## src/rtl/fighter_motion.sv

```systemverilog
// Per-fighter motion controller: clamped x with knockback/hitstun, ground/air jump arc, posture flags.
// Optional FIGHTER_AIR_CTRL_EN lets left/right steer while airborne.
module fighter_motion #(
  parameter int X_INIT   = 560,
  parameter int X_MIN    = 16,
  parameter int X_MAX    = 600,
  parameter int GROUND_Y = -100,
  parameter int STEP_X   = 8,
  parameter int V        = 8,
  parameter int G_SHIFT  = 2,
  parameter int KNOCK_X  = 16,
  parameter int HITSTUN  = 12
) (
  input  logic               clk,
  input  logic               rst_n,
  input  logic               right,
  input  logic               left,
  input  logic               jump,
  input  logic               squat,
  input  logic               defend,
  input  logic               hit,
  input  logic               hit_dir,
  output logic signed [10:0] x,
  output logic signed [9:0]  y,
  output logic               isD,
  output logic               isQ,
  output logic               isJ,
  output logic               isH
);
  typedef enum logic {GROUND, AIR} vstate_t;

  localparam logic signed [11:0] XMIN12  = 12'(X_MIN);
  localparam logic signed [11:0] XMAX12  = 12'(X_MAX);
  localparam logic signed [10:0] XMIN11  = 11'(X_MIN);
  localparam logic signed [10:0] XMAX11  = 11'(X_MAX);
  localparam logic signed [10:0] XINIT11 = 11'(X_INIT);
  localparam logic signed [9:0]  GY10    = 10'(GROUND_Y);
  localparam logic signed [11:0] STEP12  = 12'(STEP_X);
  localparam logic signed [11:0] KNOCK12 = 12'(KNOCK_X);
  localparam logic signed [11:0] PUSH12  = 12'(KNOCK_X >> 1);
  localparam logic signed [19:0] V20     = 20'(V);
  localparam logic [7:0]         STUN8   = 8'(HITSTUN);

  vstate_t                state, state_nxt;
  logic [7:0]             jcnt, jcnt_nxt, hcnt, hcnt_nxt;
  logic                   hdir, kdir;
  logic signed [9:0]      y_nxt;
  logic signed [10:0]     x_nxt;
  logic signed [11:0]     dx, x_sum;
  logic signed [19:0]     j20, h;
  logic                   blocked, taken, move_ok;

`ifdef FIGHTER_AIR_CTRL_EN
  assign move_ok = 1'b1;
`else
  assign move_ok = (state == GROUND);
`endif

  // A defended hit only counts as blocked when grounded and not already reeling.
  assign blocked  = hit & defend & (state == GROUND) & (hcnt == 8'd0);
  assign taken    = hit & ~blocked;
  assign hcnt_nxt = taken ? STUN8 : ((hcnt != 8'd0) ? hcnt - 8'd1 : 8'd0);
  assign kdir     = taken ? hit_dir : hdir;

  assign j20 = {12'd0, jcnt};
  assign h   = (V20 * j20) - ((j20 * j20) >>> G_SHIFT);

  // Knockback fires on every edge that leaves the stun counter nonzero.
  always_comb begin
    dx = '0;
    if (hcnt_nxt != 8'd0)
      dx = kdir ? KNOCK12 : -KNOCK12;
    else if (blocked)
      dx = hit_dir ? PUSH12 : -PUSH12;
    else if (hcnt == 8'd0 && move_ok) begin
      if (right)     dx = STEP12;
      else if (left) dx = -STEP12;
    end
    x_sum = {x[10], x} + dx;
    if (x_sum < XMIN12)      x_nxt = XMIN11;
    else if (x_sum > XMAX12) x_nxt = XMAX11;
    else                     x_nxt = 11'(x_sum);
  end

  always_comb begin
    state_nxt = state;
    jcnt_nxt  = jcnt;
    y_nxt     = y;
    case (state)
      GROUND: begin
        y_nxt = GY10;
        if (jump && hcnt == 8'd0 && !hit) begin
          state_nxt = AIR;
          jcnt_nxt  = 8'd0;
        end
      end
      AIR: begin
        if (h < 0) begin
          state_nxt = GROUND;
          jcnt_nxt  = 8'd0;
          y_nxt     = GY10;
        end else begin
          jcnt_nxt = jcnt + 8'd1;
          y_nxt    = GY10 + h[9:0];
        end
      end
      default: state_nxt = GROUND;
    endcase
  end

  always_ff @(posedge clk or negedge rst_n) begin
    if (!rst_n) begin
      state <= GROUND;
      jcnt  <= 8'd0;
      hcnt  <= 8'd0;
      hdir  <= 1'b0;
      x     <= XINIT11;
      y     <= GY10;
      isD   <= 1'b0;
      isQ   <= 1'b0;
    end else begin
      state <= state_nxt;
      jcnt  <= jcnt_nxt;
      hcnt  <= hcnt_nxt;
      if (taken) hdir <= hit_dir;
      x     <= x_nxt;
      y     <= y_nxt;
      isD   <= defend & (state_nxt == GROUND) & (hcnt_nxt == 8'd0);
      isQ   <= squat  & (state_nxt == GROUND) & (hcnt_nxt == 8'd0);
    end
  end

  assign isJ = (state == AIR);
  assign isH = (hcnt != 8'd0);

endmodule
```

## config.mk

```make
export PLATFORM = sky130hd
export DESIGN_NAME = fighter_motion
export DESIGN_NICKNAME = d
export VERILOG_FILES = /design/src/rtl/fighter_motion.sv
export SDC_FILE = /design/constraint.sdc
export NUM_CORES = 1
export LEC_CHECK = 0
export CORE_AREA = 3 3 86 96
export DETAILED_ROUTE_END_ITERATION = 16
export DIE_AREA = 0 0 89 99
export GPL_ROUTABILITY_DRIVEN = 0
export PLACE_DENSITY = 0.91
export SLEW_MARGIN = 40
export SYNTH_ARGS = -nofsm -noshare
export SYNTH_HDL_FRONTEND = slang
export SYNTH_SLANG_ARGS = --single-unit
```

## constraint.sdc

```tcl
create_clock -name clk -period 16.4 [get_ports clk]
set_input_delay 1.64 -clock clk [delete_from_list [all_inputs] [get_ports clk]]
set_output_delay 1.64 -clock clk [all_outputs]
set_load 0.005 [all_outputs]
```

==> run_results.csv, run 1 <==
group,metric,value,unit
setup_path,crit_chain,"inv_1 > nor2_1 > fa_1 > fa_1 > inv_1 > fa_1 > fa_1 > inv_1 > ha_1 > o41ai_1 > o21bai_1 > a21oi_1 > xor2_1 > ha_1 > a211oi_1 > a221o_1 > a211oi_1 > nand4_1 > or3_1 > o2111a_1",
yosys,synth-edff-count,0,
hold_path,hold_path_depth,1,
timing,final-max-slew-violation-count,0,
timing,period_minus_slack,6.984,ns
yosys,synth_mux_area_frac,0.01231,
setup_path,cpLargestDelayFamily,"adder cells",
setup_path,slowest_delay,0.78,ns
place,port_buffers,30,
layout,regArea,962.2,um^2
setup_path,crit_fanout,11,
setup_path,timing.critical_path.arrival,7.17,ns
drt,remaining_drc_errors,0,
timing,timing.fmax,0.1432,GHz
power_and_ir_drop,p_per_area,120.7,nW/um^2
clock_tree,cts.repair.resized,0,
clock_tree,numClockSinks,38,
place,dpl.cell_count,597,
floorplanning,design.die.area,8811,um^2
clock_tree,clk_pin_slew,0.08,ns
setup_path,cp_data_required_time,16.58,ns
layout,antenna_cells,0,
drt,finalWirelength,9852,um
drt,maxUsedRoutingLayer,"met4",
layout,area_used_by_multi_input_combinational_logic,3128,um^2
yosys,arithmetic_cell_share_of_the_synthesized_area_counting_full_adders_half_adders_and_majority_gates,0.2680,
setup_path,critical_path.endpoint_type,"flop",
job,cap_viol_max_count,0,
yosys,largest_family_of_logic_cells_by_synthesized_area,"adder cells",
drt,detailroute.wirelength.met3,485,um
drt,vias,3718,
layout,flow.area_growth_from_synthesis,12.02,%
drt,antenna_left,0,
yosys,syn_avg_cell_area,8.938,um^2
yosys,simple_gate_fraction_of_synth_area,0.1927,
setup_path,worst-path-buf-inv,3,
drt,drt_pre_antenna_iters,5,
clock_tree,worst_skew_pair.late_latency,0.29,ns
yosys,netlist_area,4370,um^2
layout,fin_nets,604,
drt,route.detailed.wl_per_inst,16.28,um
clock_tree,clockRootBuffer,"sky130_fd_sc_hd__clkbuf_8",
yosys,synth_seq_area_share,0.2202,
setup_path,crit_top_cell,"sky130_fd_sc_hd__fa_1",
floorplanning,die_height,99,um
setup_path,cp_slowest_cell,"sky130_fd_sc_hd__o41ai_1",
place,dpl.hpwl,7715,um
drt,drt_iter0_drc,256,
clock_tree,ctsHoldBuffers,0,
hold_path,timing.hold.worst.class,"reg -> reg",
yosys,async_sr_flop_fraction,1.000,
power_and_ir_drop,p_leak,2.332,nW
yosys,dominantRegCellSynth,"sky130_fd_sc_hd__dfrtp_1",
yosys,netlist-cell-type-count,67,
timing,setup-violations-final,0,
setup_path,worstSetupStartpointType,"flop",
yosys,post_synth_xor_area_fraction,0.06756,
timing,final.setup_skew,0.005994,ns
setup_path,timing.reg2reg.worst_path_depth,20,
yosys,netlist_top_cells_area,"sky130_fd_sc_hd__dfrtp_1 17%, sky130_fd_sc_hd__ha_1 15%, sky130_fd_sc_hd__fa_1 12%, sky130_fd_sc_hd__dfstp_2 5.4%, sky130_fd_sc_hd__inv_1 5.4%",
clock_tree,cts_buffer_depth,2,
timing,timing.final.crit_share,0.4259,
setup_path,timing.critical_path.depth,20,
floorplanning,width_of_the_die,89,um
timing,final_hold_vios,0,
power_and_ir_drop,peakVddDrop,120.0,uV
clock_tree,cts_inserted_buffers,5,
clock_tree,cts_post_setup_buffers_inserted,0,
timing,slew-limit-headroom,0.4551,
drt,met1Wirelength,4055,um
timing,worstMarginPinSlew,0.8068,ns
clock_tree,tritoncts,"built",
floorplanning,initial_utilization,0.5913,
yosys,synth.largest_area_cell,"sky130_fd_sc_hd__dfrtp_1",
global_routing,global_route_wire_length_before_repair,16960,um
global_routing,grt_pass1_vias,3891,
floorplanning,core,7391,um^2
global_routing,track_usage,0.2377,
timing,rsz0062_at_grt,"false",
global_routing,grt_overflow_total,0,
status,outcome,"finished clean",
floorplanning,fp-row-count,33,
yosys,syn_inst,489,
global_routing,grt_antenna_before_repair,0,
global_routing,largest_net_degree_at_the_start_of_global_routing,23,
yosys,yosysWarningCount,0,
yosys,synth-seq-cells,38,
drt,avgViaCountPerCell,6.145,
clock_tree,cts_htree_levels,2,
layout,share_of_post_route_cells_with_drive_strength_above_1,0.07529,
setup_path,r2r_slack,9.42,ns
setup_path,worstSetupPathType,"reg -> reg",
timing,setup_tns,0,ns
drt,met2WireLength,5095,um
layout,post_layout_nonfiller_instances,605,
floorplanning,boundaryPins,34,
layout,num-fill-cells,573,
yosys,synth_top_area_frac,0.1660,
yosys,synth_compound_gate_area_share,0.1689,
power by group:
| part | switching (W) | internal (W) | leakage [nW] |
|---|---|---|---|
| Clock | 0.0000368 | 0.0000610 | 0.0683 |
| Combinational | 0.000204 | 0.000163 | 1.79 |
| Sequential | 0.0000180 | 0.000108 | 0.473 |
| Total | 0.000259 | 0.000332 | 2.33 |
layer usage:
metal  GRT usage  vias up
met5           0        -
met3     0.03930       26
met4     0.07216        0
met1      0.2988     1803
li1            -     1753
met2      0.4126      136
path summary, 6_finish.rpt:
check / end / startpoint
min in group asynchronous: y[6] / rst_n
hold reg to reg: hdir / hdir
hold / removal: hdir / hdir
setup reg to reg: isD / jcnt[3]
setup / recovery: isD / jcnt[3]
max in group asynchronous: x[9] / rst_n
flip-flops by register name (all words and copies together) (netlist names):
name	flops
hcnt	8
hdir	1
isD	1
isJ	1
isQ	1
jcnt	8
x	8
y	10
through the flow:
step                setup slack (ns)  hold slack (ns)  power [W]  instance area (um^2)  utilization
floorplan                      10.37           0.4613  0.0004040                  4389            -
global route                   9.062           0.5358  0.0006388                  4896       0.6624
detailed placement             9.620           0.5095  0.0004858                  4753       0.6431
global placement               9.941           0.4815  0.0004653                  4726       0.6394
finish                         9.416           0.5213  0.0005910                  4896       0.6624
CTS                            9.519           0.5205  0.0005878                  4891       0.6618
synth_stat cells, types with 4 or more instances:
library cell               count
sky130_fd_sc_hd__xor2_1       10
sky130_fd_sc_hd__xnor2_1      21
sky130_fd_sc_hd__nand3_1      13
sky130_fd_sc_hd__nand2_1      32
sky130_fd_sc_hd__dfstp_2       9
sky130_fd_sc_hd__a211oi_1      5
sky130_fd_sc_hd__nor4_1        5
sky130_fd_sc_hd__nor3_1       17
sky130_fd_sc_hd__a21o_1        8
sky130_fd_sc_hd__nor2b_1       5
sky130_fd_sc_hd__o21ai_0      20
sky130_fd_sc_hd__inv_1        63
sky130_fd_sc_hd__a21oi_1      21
sky130_fd_sc_hd__o21ai_1       4
sky130_fd_sc_hd__o21a_1        8
sky130_fd_sc_hd__clkbuf_1     12
sky130_fd_sc_hd__dfrtp_1      29
sky130_fd_sc_hd__fa_1         26
sky130_fd_sc_hd__ha_1         52
sky130_fd_sc_hd__nand2b_1      7
sky130_fd_sc_hd__and2_1       18
sky130_fd_sc_hd__or2_2         5
sky130_fd_sc_hd__nor2_1       23
sky130_fd_sc_hd__or3_1         8
cells in the final DEF, fill, tap and decap left out, types with 18 or more instances in the layout:
cell type / instances
sky130_fd_sc_hd__fa_1: 26
sky130_fd_sc_hd__a21oi_1: 21
sky130_fd_sc_hd__nor2_1: 23
sky130_fd_sc_hd__dfrtp_1: 29
sky130_fd_sc_hd__ha_1: 52
sky130_fd_sc_hd__nand2_1: 32
sky130_fd_sc_hd__xnor2_1: 21
sky130_fd_sc_hd__o21ai_0: 20
sky130_fd_sc_hd__inv_1: 63
sky130_fd_sc_hd__and2_1: 18
sky130_fd_sc_hd__clkdlybuf4s50_1: 29
cell families after synthesis:
| kind of cell | Yosys count |
|---|---|
| buffers and inverters | 78 |
| flip-flops | 38 |
| adder cells (fa/ha/maj) | 78 |
| AND/OR/NAND/NOR | 152 |
| XOR/XNOR | 32 |
| AO/OA/AOI/OAI | 105 |
| multiplexers | 5 |
| other | 1 |
area by class of cell:
type / count / share of cell area
Sequential cell: 38 / 0.1965
Multi-Input combinational cell: 378 / 0.6389
Inverter: 63 / 0.04830
Tap cell: 87 / 0.02223
Clock buffer: 5 / 0.01406
Clock inverter: 3 / 0.01406
Timing Repair Buffer: 31 / 0.06593
(Power assumes the default switching activity.)
==> inputs of run 2 (changes only) <==
Clock period 16.4 ns to 6.5 ns, I/O delays scaled along.
==> run_results.csv, run 2 (synthesized netlist as in run 1, its figures left out) <==
group,metric,value,unit
setup_path,cpLargestDelayFamily,"compound AO/OA/AOI/OAI gates",
drt,drt_pre_antenna_iters,5,
timing,timing.fmax,0.1592,GHz
clock_tree,clockRootBuffer,"sky130_fd_sc_hd__clkbuf_8",
layout,fin_nets,611,
clock_tree,clk_pin_slew,0.07,ns
drt,remaining_drc_errors,0,
clock_tree,cts_post_setup_buffers_inserted,0,
timing,final-max-slew-violation-count,0,
floorplanning,initial_utilization,0.5913,
hold_path,timing.hold.worst.class,"in -> async",
global_routing,grt_antenna_before_repair,0,
setup_path,worstSetupPathType,"reg -> reg",
floorplanning,design.die.area,8811,um^2
setup_path,timing.reg2reg.worst_path_depth,25,
layout,num-fill-cells,580,
timing,slew-limit-headroom,0.5531,
floorplanning,die_height,99,um
setup_path,cp_slowest_cell,"sky130_fd_sc_hd__fa_1",
layout,final_common_cell,"sky130_fd_sc_hd__inv_1",
clock_tree,tritoncts,"built",
drt,vias,3755,
clock_tree,cts_inserted_buffers,5,
global_routing,track_usage,0.2416,
layout,regMostFlops,"y",
drt,drt_iter0_drc,242,
floorplanning,boundaryPins,34,
drt,route.detailed.wl_per_inst,16.38,um
power_and_ir_drop,p_per_area,289.7,nW/um^2
timing,final_hold_vios,0,
floorplanning,width_of_the_die,89,um
place,dpl.hpwl,7756,um
setup_path,r2r_slack,0.22,ns
layout,flow.area_growth_from_synthesis,12.54,%
job,cap_viol_max_count,0,
setup_path,worst-path-buf-inv,5,
status,outcome,"finished clean",
layout,share_of_post_route_cells_with_drive_strength_above_1,0.09714,
clock_tree,ctsHoldBuffers,0,
power_and_ir_drop,p_leak,2.355,nW
place,pre_cts_ws,-0.01345,ns
setup_path,timing.critical_path.arrival,6.52,ns
floorplanning,fp-row-count,33,
layout,mostFrequentLayoutCells,"63 x sky130_fd_sc_hd__inv_1, 52 x sky130_fd_sc_hd__ha_1, 32 x sky130_fd_sc_hd__nand2_1, 29 x sky130_fd_sc_hd__clkdlybuf4s50_1, 27 x sky130_fd_sc_hd__dfrtp_1",
timing,final.setup_skew,0.001822,ns
clock_tree,cts_buffer_depth,2,
power_and_ir_drop,peakVddDrop,305.7,uV
drt,finalWirelength,10020,um
place,port_buffers,30,
clock_tree,cts_htree_levels,2,
timing,final_critical_path_setup_slack,0.2182,ns
setup_path,worstSetupStartpointType,"flop",
global_routing,grt_pass1_vias,4011,
clock_tree,numClockSinks,38,
timing,worstMarginPinSlew,0.6517,ns
setup_path,crit_top_cell,"sky130_fd_sc_hd__ha_1",
drt,avgViaCountPerCell,6.136,
setup_path,cp_data_required_time,6.74,ns
drt,antenna_left,0,
global_routing,largest_net_degree_at_the_start_of_global_routing,39,
layout,antenna_cells,0,
setup_path,slowest_delay,0.55,ns
setup_path,crit_fanout,7,
setup_path,critical_path.endpoint_type,"flop",
setup_path,timing.critical_path.depth,25,
global_routing,global_route_wire_length_before_repair,17260,um
global_routing,grt_overflow_total,0,
layout,largest_reg_flops,10,
timing,worst_hold_slack,0.3130,ns
timing,timing.final.crit_share,0.9664,
timing,period_minus_slack,6.282,ns
power_and_ir_drop,report.power.total,0.001425,W
floorplanning,core,7391,um^2
timing,setup-violations-final,0,
clock_tree,worst_skew_pair.late_latency,0.30,ns
[run 2: cell count changes in the layout (fill, tap and decap cells not counted), sizes merged]
cell,previous run,this run
buf,2,9
clkbuf,5,7
bufinv,2,0
[run 2: path summary, 6_finish.rpt]
path | end | start
max in group asynchronous | jcnt[5] | rst_n
worst max-delay path | jcnt[4] | jcnt[4]
worst max register to register | jcnt[4] | jcnt[4]
worst min register to register | hdir | hdir
min in group clk | hdir | hdir
worst min-delay path | hcnt[1] | rst_n
[run 2: area by class of cell]
cell class,instances,area (um^2),area share
Tap cell,87,108.9,0.02213
Timing Repair Buffer,38,357.8,0.07275
Sequential cell,38,964.7,0.1961
Multi-Input combinational cell,378,3159,0.6423
Clock inverter,1,5.005,0.001018
Inverter,63,236.5,0.04808
Clock buffer,7,86.33,0.01755
[run 2: stage by stage]
| step | area (um^2) | util | std cells | setup TNS, ns |
|---|---|---|---|---|
| finish | 4918 | 0.6655 | 612 | 0 |
| global route | 4918 | 0.6655 | 612 | -0.07435 |
| CTS | 4885 | 0.6609 | 612 | 0 |
| detailed placement | 4786 | 0.6475 | 604 | -0.01345 |
| global placement | 4786 | 0.6475 | 604 | 0 |
| floorplan | 4389 | - | 494 | 0 |
[run 2: repair_timing]
action	4_1_cts	5_1_grt
endpoints found under the setup margin	4	14
endpoints found under the hold margin	0	0
gates resized for setup	1	7
[run 2: per-layer routing]
layer / vias to the layer above / GRT usage / part of all wire
li1: 1767 / - / -
met1: 1795 / 0.2965 / 0.40
met2: 159 / 0.4211 / 0.52
met3: 34 / 0.04097 / 0.062
met4: 0 / 0.08362 / 0.027
met5: - / 0 / 0
[run 2: worst reg2reg max path, cell delays in order (launching register included)]
cell,delay (ns)
sky130_fd_sc_hd__dfrtp_1,0.51
sky130_fd_sc_hd__buf_4,0.21
sky130_fd_sc_hd__and2_1,0.19
sky130_fd_sc_hd__xor2_1,0.17
sky130_fd_sc_hd__ha_1,0.18
sky130_fd_sc_hd__a21oi_1,0.05
sky130_fd_sc_hd__fa_1,0.48
sky130_fd_sc_hd__inv_1,0.04
sky130_fd_sc_hd__ha_1,0.27
sky130_fd_sc_hd__inv_1,0.06
sky130_fd_sc_hd__fa_1,0.55
sky130_fd_sc_hd__inv_1,0.05
sky130_fd_sc_hd__ha_1,0.36
sky130_fd_sc_hd__a211oi_1,0.41
sky130_fd_sc_hd__o21ai_1,0.18
sky130_fd_sc_hd__a31o_2,0.33
sky130_fd_sc_hd__xnor2_1,0.14
sky130_fd_sc_hd__ha_1,0.34
sky130_fd_sc_hd__a21o_1,0.13
sky130_fd_sc_hd__a211oi_1,0.10
sky130_fd_sc_hd__a221o_1,0.38
sky130_fd_sc_hd__a211oi_1,0.25
sky130_fd_sc_hd__nand4_1,0.20
sky130_fd_sc_hd__buf_4,0.21
sky130_fd_sc_hd__a2111oi_0,0.30
sky130_fd_sc_hd__a21o_1,0.14
[run 2: where the power goes]
group,total (W),leakage (nW),switching (W),internal [W]
clock,0.000172,0.0482,0.0000864,0.0000856
sequential,0.000315,0.470,0.0000407,0.000275
combinational,0.000938,1.84,0.000523,0.000415
total,0.00143,2.35,0.000650,0.000775
==> inputs of run 3 (changes only) <==
Settings changed: CORE_AREA 3 3 86 96 to 3 3 87 98, DIE_AREA 0 0 89 99 to 0 0 90 101, PLACE_DENSITY 0.91 to 0.89.
==> run_results.csv, run 3 (synthesized netlist as in run 1, its figures left out) <==
group,metric,value,unit
clock_tree,cts_inserted_buffers,5,
drt,finalWirelength,9629,um
power_and_ir_drop,peakVddDrop,282.5,uV
layout,antenna_cells,0,
power_and_ir_drop,p_leak,2.327,nW
floorplanning,fp-row-count,34,
power_and_ir_drop,p_comb_frac,0.651,
floorplanning,design.die.area,9090,um^2
status,outcome,"finished clean",
clock_tree,numClockSinks,38,
place,dpl.hpwl,7692,um
timing,timing.fmax,0.1619,GHz
timing,slew-limit-headroom,0.5657,
floorplanning,die_height,101,um
setup_path,cp_data_required_time,6.74,ns
timing,final-max-slew-violation-count,0,
timing,final_hold_vios,0,
drt,vias,3698,
power_and_ir_drop,internal_power,0.0007706,W
power_and_ir_drop,power.switching_fraction,0.4535,
hold_path,timing.hold.worst.class,"in -> async",
clock_tree,clockRootBuffer,"sky130_fd_sc_hd__clkbuf_8",
drt,drt_iter0_drc,284,
global_routing,grt_antenna_before_repair,0,
layout,share_of_post_route_cells_with_drive_strength_above_1,0.09351,
timing,setup_tns,0,ns
setup_path,worstSetupStartpointType,"flop",
place,port_buffers,30,
power_and_ir_drop,power.share.clock,0.125,
power_and_ir_drop,seqPwrFrac,0.224,
layout,postLayoutCoreUtil,0.6346,
floorplanning,width_of_the_die,90,um
timing,final.setup_skew,0.007150,ns
global_routing,largest_net_degree_at_the_start_of_global_routing,39,
place,pre_cts_ws,0.2031,ns
drt,antenna_left,0,
clock_tree,worst_skew_pair.late_latency,0.30,ns
global_routing,global_route_wire_length_before_repair,16860,um
drt,avgViaCountPerCell,5.851,
timing,setup-violations-final,0,
setup_path,critical_path.endpoint_type,"flop",
layout,flow.area_growth_from_synthesis,12.42,%
global_routing,track_usage,0.2210,
floorplanning,initial_utilization,0.5645,
drt,drt_pre_antenna_iters,5,
timing,final_critical_path_setup_slack,0.3242,ns
power_and_ir_drop,report.power.total,0.001410,W
power_and_ir_drop,p_per_area,287.0,nW/um^2
floorplanning,core,7742,um^2
global_routing,grt_overflow_total,0,
timing,period_minus_slack,6.176,ns
global_routing,grt_pass1_vias,3879,
timing,timing.final.crit_share,0.9501,
drt,remaining_drc_errors,0,
layout,regMostFlops,"y",
layout,final_common_cell,"sky130_fd_sc_hd__inv_1",
clock_tree,cts_buffer_depth,2,
job,cap_viol_max_count,0,
clock_tree,cts_htree_levels,2,
layout,num-fill-cells,638,
layout,mostFrequentLayoutCells,"63 x sky130_fd_sc_hd__inv_1, 52 x sky130_fd_sc_hd__ha_1, 32 x sky130_fd_sc_hd__nand2_1, 29 x sky130_fd_sc_hd__clkdlybuf4s50_1, 26 x sky130_fd_sc_hd__fa_1",
layout,largest_reg_flops,10,
setup_path,timing.critical_path.arrival,6.41,ns
timing,worstMarginPinSlew,0.6333,ns
setup_path,worstSetupPathType,"reg -> reg",
layout,stdcell_area,4913,um^2
clock_tree,clk_pin_slew,0.08,ns
place,post_dp_area,4807,um^2
power_and_ir_drop,net_switching_component_of_the_power,0.0006395,W
timing,rsz0062_at_grt,"false",
clock_tree,cts_post_setup_buffers_inserted,0,
setup_path,crit_fanout,13,
drt,route.detailed.wl_per_inst,15.24,um
clock_tree,tritoncts,"built",
layout,fin_nets,610,
floorplanning,boundaryPins,34,
-- run 3: cell count changes in the layout (fill, tap and decap cells not counted), sizes merged --
cell / change
buf: -1
clkbuf: -1
clkinvlp: +1
-- run 3: layout make-up --
class                   count  area [um^2]  area share
clock buffers               6        82.58     0.01681
clock inverters             2        12.51    0.002546
inverters                  63        236.5     0.04813
multi-input cells         378         3129      0.6369
flip-flops and latches     38        967.2      0.1968
well taps                 108        135.1     0.02750
repair buffers             37        350.3     0.07130
-- run 3: through the flow --
stage / hold slack (ns) / cells
final: 0.3183 / 632
after global routing: 0.3418 / 632
after CTS: 0.3325 / 632
after detailed placement: 0.4907 / 624
after global placement: 0.4830 / 624
after floorplan: 0.3544 / 494
-- run 3: final timing paths --
kind	endpoint	cells past startpoint	slack, ns	start
worst min-delay path	jcnt[5]	1	0.32	rst_n
min in group clk	hdir	1	0.50	hdir
max in group asynchronous	jcnt[1]	1	5.80	rst_n
worst max-delay path	jcnt[2]	24	0.32	jcnt[6]
worst min register to register	hdir	1	0.50	hdir
worst max register to register	jcnt[2]	24	0.32	jcnt[6]
-- run 3: per-layer routing --
metal  vias up  track usage  wire, um
met5         -            0         0
met4         0      0.04594       132
met3        22      0.03659       563
met2       143       0.4161      4976
met1      1778       0.2665      3957
li1       1755            -         -
-- run 3: worst max-delay path, cell delays in order, from the launching register on --
cell	delay [ns]
sky130_fd_sc_hd__dfrtp_1	0.57
sky130_fd_sc_hd__and2_1	0.29
sky130_fd_sc_hd__fa_1	0.45
sky130_fd_sc_hd__xor2_1	0.16
sky130_fd_sc_hd__xnor2_1	0.15
sky130_fd_sc_hd__fa_1	0.54
sky130_fd_sc_hd__inv_1	0.06
sky130_fd_sc_hd__fa_1	0.53
sky130_fd_sc_hd__inv_1	0.05
sky130_fd_sc_hd__ha_1	0.36
sky130_fd_sc_hd__nand3_1	0.10
sky130_fd_sc_hd__o211ai_1	0.14
sky130_fd_sc_hd__o41ai_1	0.28
sky130_fd_sc_hd__buf_4	0.19
sky130_fd_sc_hd__o21bai_1	0.07
sky130_fd_sc_hd__a21oi_1	0.21
sky130_fd_sc_hd__xor2_1	0.11
sky130_fd_sc_hd__ha_1	0.31
sky130_fd_sc_hd__a211oi_1	0.10
sky130_fd_sc_hd__a221o_1	0.37
sky130_fd_sc_hd__a211oi_1	0.21
sky130_fd_sc_hd__nand4_1	0.19
sky130_fd_sc_hd__buf_4	0.20
sky130_fd_sc_hd__o41ai_1	0.29
sky130_fd_sc_hd__a22o_1	0.17
-- run 3: timing repair --
action / 4_1_cts / 5_1_grt
hold buffers: 0 / 0
gates resized for setup: 0 / 6
endpoints found under the setup margin: 0 / 14
-- run 3: power groups by stage --
stage          combinational [W]  sequential [W]  clock (W)
2_1_floorplan           0.000719        0.000300          0
3_3_place_gp            0.000871        0.000315          0
3_5_place_dp            0.000908        0.000317          0
4_1_cts                 0.000915        0.000313   0.000179
5_1_grt                  0.00103        0.000321   0.000190
6_report                0.000918        0.000316   0.000176
